--- src/rtl/demux1x4_4bits_seq_pkg.sv ---
// Shared widths, FSM encodings and mode constants for the sequenced 1-to-4 nibble demultiplexer.
package demux1x4_4bits_seq_pkg;

    localparam int P_DATA = 4;
    localparam int P_SEL  = 2;
    localparam int N_CH   = 2 ** P_SEL;

    localparam logic [1:0] S_IDLE = 2'd0;
    localparam logic [1:0] S_FILL = 2'd1;
    localparam logic [1:0] S_DONE = 2'd2;

    localparam logic MODE_DIRECT = 1'b0;
    localparam logic MODE_AUTO   = 1'b1;

    localparam logic [P_SEL-1:0] PTR_LAST = P_SEL'(N_CH - 1);

    function automatic logic [N_CH-1:0] ch_onehot(input logic [P_SEL-1:0] idx);
        ch_onehot      = '0;
        ch_onehot[idx] = 1'b1;
    endfunction

endpackage

--- src/rtl/demux1x4_4bits_seq.sv ---
// Sequenced 1-to-4 nibble demultiplexer: direct (sel) or auto (wrapping pointer) channel
// selection, registered channels, per-channel update pulses and an auto-mode frame flag.
module demux1x4_4bits_seq
    import demux1x4_4bits_seq_pkg::*;
(
    input  logic              clk,
    input  logic              rst_n,
    input  logic              mode,
    input  logic [P_SEL-1:0]  sel,
    input  logic [P_DATA-1:0] din,
    input  logic              din_valid,
    output logic              din_ready,
    input  logic              hold,
    input  logic              clear,
    output logic [P_DATA-1:0] out0,
    output logic [P_DATA-1:0] out1,
    output logic [P_DATA-1:0] out2,
    output logic [P_DATA-1:0] out3,
    output logic [N_CH-1:0]   upd,
    output logic              frame_done,
    output logic [P_SEL-1:0]  ptr,
    output logic [1:0]        state_dbg
);

    // Handshake: a nibble is taken on a rising edge where din_valid and din_ready are both high;
    // din_ready never depends on din_valid, and the source may hold din_valid while din_ready is low.

    logic [1:0]        state_q, state_d;
    logic [P_SEL-1:0]  ptr_q, ptr_d;
    logic [N_CH-1:0]   upd_q, upd_d;
    logic              frame_done_q, frame_done_d;
    logic [P_DATA-1:0] out_q [N_CH];
    logic [P_DATA-1:0] out_d [N_CH];

    logic              abort;
    logic              accept;
    logic [P_SEL-1:0]  target;
    logic [N_CH-1:0]   wr_en;

    // Leaving auto mode mid-frame abandons the frame; ready is dropped so no nibble is lost.
    assign abort     = (state_q != S_IDLE) && (mode == MODE_DIRECT);
    assign din_ready = ~hold & ~clear & (state_q != S_DONE) & ~abort;
    assign accept    = din_valid & din_ready;
    assign target    = (mode == MODE_AUTO) ? ptr_q : sel;
    assign wr_en     = accept ? ch_onehot(target) : '0;

    always_comb begin
        state_d      = state_q;
        ptr_d        = ptr_q;
        upd_d        = '0;
        frame_done_d = 1'b0;
        if (clear || abort) begin
            state_d = S_IDLE;
            ptr_d   = '0;
        end else if (state_q == S_DONE) begin
            state_d = S_IDLE;
        end else if (accept) begin
            upd_d = wr_en;
            if (mode == MODE_AUTO) begin
                ptr_d = ptr_q + 1'b1;
                if (ptr_q == PTR_LAST) begin
                    state_d      = S_DONE;
                    frame_done_d = 1'b1;
                end else begin
                    state_d = S_FILL;
                end
            end
        end
    end

    always_comb begin
        for (int i = 0; i < N_CH; i++) begin
            out_d[i] = out_q[i];
            if (clear) begin
                out_d[i] = '0;
            end else if (wr_en[i]) begin
                out_d[i] = din;
            end
        end
    end

    always_ff @(posedge clk or negedge rst_n) begin
        if (!rst_n) begin
            state_q      <= S_IDLE;
            ptr_q        <= '0;
            upd_q        <= '0;
            frame_done_q <= 1'b0;
            for (int i = 0; i < N_CH; i++) begin
                out_q[i] <= '0;
            end
        end else begin
            state_q      <= state_d;
            ptr_q        <= ptr_d;
            upd_q        <= upd_d;
            frame_done_q <= frame_done_d;
            for (int i = 0; i < N_CH; i++) begin
                out_q[i] <= out_d[i];
            end
        end
    end

    assign out0       = out_q[0];
    assign out1       = out_q[1];
    assign out2       = out_q[2];
    assign out3       = out_q[3];
    assign upd        = upd_q;
    assign frame_done = frame_done_q;
    assign ptr        = ptr_q;
    assign state_dbg  = state_q;

endmodule

--- config.mk ---
export PLATFORM = sky130hd
export DESIGN_NAME = demux1x4_4bits_seq
export DESIGN_NICKNAME = d
export VERILOG_FILES = /design/src/rtl/demux1x4_4bits_seq_pkg.sv /design/src/rtl/demux1x4_4bits_seq.sv
export SDC_FILE = /design/constraint.sdc
export NUM_CORES = 1
export LEC_CHECK = 0
export CORE_MARGIN = 3
export CORE_UTILIZATION = 45
export CTS_CLUSTER_DIAMETER = 30
export DETAILED_ROUTE_END_ITERATION = 16
export PLACE_DENSITY = 0.76
export RECOVER_POWER = 50
export REMOVE_ABC_BUFFERS = 1
export SLEW_MARGIN = 20
export SYNTH_ARGS = -nofsm -noshare
export SYNTH_HDL_FRONTEND = slang
export SYNTH_SLANG_ARGS = --single-unit
--- constraint.sdc ---
create_clock -name clk -period 1.6 [get_ports clk]
set_input_delay 0.16 -clock clk [delete_from_list [all_inputs] [get_ports clk]]
set_output_delay 0.16 -clock clk [all_outputs]
set_load 0.03 [all_outputs]
==> flow_summary.toml <==
[run_status]
outcome = "complete, no violations"

[layout]
final_common_cell = "clkdlybuf4s50_1"
fillCellCount = 198
mostFrequentLayoutCells = "31 x clkdlybuf4s50_1, 25 x dfrtp_1, 19 x a21oi_1, 19 x nand3_1, 16 x o21ai_0"
final_nets = 186
diodes = 0
seq_area_sq_um = 626
syn_to_final_growth_pct = 47.3
final_layout_size_suffix_gt1_share_pct = 16.9
multi_input_area_sq_um = 508

[logic_synthesis]
syn_inst = 118
ys_types = 28
avgSynthCellArea_sq_um = 9.87
ys_warn_count = 0
synth_ff_type = "dfrtp_1"
synth_edf_count = 0
synth_area_leaders = "dfrtp_1 54%, a21oi_1 8.2%, nand3_1 8.2%"
async_flop_share_pct = 100
synth_area_leader_cell = "dfrtp_1"
synth_area_sq_um = 1160
yosys_register_bits = 25
synth-seq-area-share_pct = 53.7
synth_top_area_share_pct = 53.7

[clocking]
clk_latency_ns = 0.31
cts_root_buf = "clkbuf_4"
cts_max_path_buffers = 2
cts_buffers = 3
clkTransAtPathRegs_ns = 0.13
cts_hold_buf = 0
clkSinkCount = 25
cts_htree_levels = 1
cts_tree = "yes"

[sta]
finClkSkew_ns = 0.00487
timing.max_slew.rel_slack_pct = 58.5
max_freq_mhz = 636
setup-tns-final_ns = 0
finalSetupViolCount = 0
slew_violations = 0
rsz0062_at_grt = "yes"
period_share_pct = 98.2
timing.hold.ws_ns = 0.382
hold_viol_final = 0
tightest_slew_ns = 0.623
timing.final.crit_period_ns = 1.57

[global_route]
antenna_found_initial = 0
grt_first_pass_wirelength_um = 5180
grt.total_usage_pct = 20.4
grt_max_degree = 26
grt_overflow = 0
grt_pass1_vias = 1122

[routing]
drt-initial-drc-count = 17
drt-total-wl_um = 3020
drc = 0
wl_per_cell_um = 15.1
ant_nets = 0
drt_first_pass_iters = 4
vias = 1138
via_per_inst = 5.69

[power_and_ir_drop]
pwr-share-seq_pct = 58.1
switchingPower_w = 0.000294
internal_power_w = 0.000816
clkPwrFrac_pct = 25.3
power_leakage_nw = 0.725
netSwitchingFraction_pct = 26.5
vdd.ir_drop.worst_uv = 439
combPwrFrac_pct = 16.6
power.density_nw_per_um2 = 647

[place]
port_buffers = 37
place_hpwl_um = 2250
gp_congestion = 0.799

[floorplanning]
die_w_um = 56.9
dieArea_sq_um = 3240
die_y_um = 56.9
start_util_pct = 49.8
coreArea_sq_um = 2340
fp-row-count = 17
io_pins = 38

[critical_path]
path_max_fanout = 4
r2r_cells = 5
crit_type = "flop to output port"
r2r_slack_ns = 0.09
r2r_start = "state_dbg[1]"
endpoint_kind = "output port"
startpoint = "state_dbg[1]"
arrival_ns = 1.41
start_kind = "flop"
crit_required_ns = 1.44
r2r_end = "ptr[0]"

[worst_hold_path]
hp-class = "input pin to async pin"

[run]
maxCapViolCount = 0
[metrics by stage]
stage	util (%)	worst slack, ns	instances	instance area (sq um)	power, W
after global placement	71.3	-0.183	193	1670	0.000839
final	73.3	0.0289	200	1720	0.00111
after floorplan	-	-0.239	113	1140	0.000724
after CTS	73.6	0.0217	200	1720	0.00112
after global routing	73.3	-0.0598	200	1720	0.00116
after detailed placement	71.3	-0.232	193	1670	0.000843
[cells by family after synthesis]
family,Yosys count,share of synthesized area (%)
AOI/OAI and AO/OA,46,24.0
adders and majority gates,1,1.07
buffers and inverters,9,3.33
DFF,25,53.7
muxes,2,1.83
and+or+nand+nor,35,16.1
[per-layer routing]
layer	vias to the layer above	global-route usage [%]	share of wire, %
met5	-	0	0
met4	0	7.95	1.4
met3	4	3.45	5.4
met2	46	36.1	51
met1	545	24.5	43
li1	543	-	-
[area by class of cell]
cell class              count  area share, %
inverters                   4          0.875
well taps                  28           2.04
clock buffers               4           1.53
multi-input cells          84           29.6
flip-flops and latches     25           36.5
repair buffers             55           29.5
[cell usage after synthesis, drive strengths merged (2+ instances only)]
cell,instances
a211oi,3
dfrtp,25
inv,4
o21ai,18
nand2,3
o211ai,2
nand3,19
a21oi,19
clkbuf,3
buf,2
nor2,6
[worst max-delay path by stage]
stage	end	slack (ns)
after floorplan	din_ready	-0.24
after global placement	out2[0]	-0.18
after detailed placement	ptr[0]	-0.23
after CTS	din_ready	0.02
after global routing	din_ready	-0.06
final	din_ready	0.03
[power by group through the flow]
stage / registers (W) / clock network [W] / logic [W]
after floorplan: 0.000673 / 0 / 0.0000504
after CTS: 0.000645 / 0.000284 / 0.000188
after global placement: 0.000657 / 0 / 0.000182
final: 0.000645 / 0.000281 / 0.000184
after detailed placement: 0.000658 / 0 / 0.000185
after global routing: 0.000647 / 0.000320 / 0.000198
[worst max-delay path: stages, from the launching register on]
cell	delay (ns)
dfrtp_1	0.43
or2_4	0.30
a211oi_2	0.18
buf_4	0.19
[sequential cells by signal, indices dropped and copies added (netlist names)]
register,count
frame_done,1
out0,4
out1,4
out2,4
out3,4
ptr,2
state_dbg,2
upd,4
[timing repair]
action / 4_1_cts / 5_1_grt
setup endpoints to repair: 5 / 2
gates resized for setup: 7 / 1
setup buffers: 3 / 0
(Power assumes the default switching activity.)
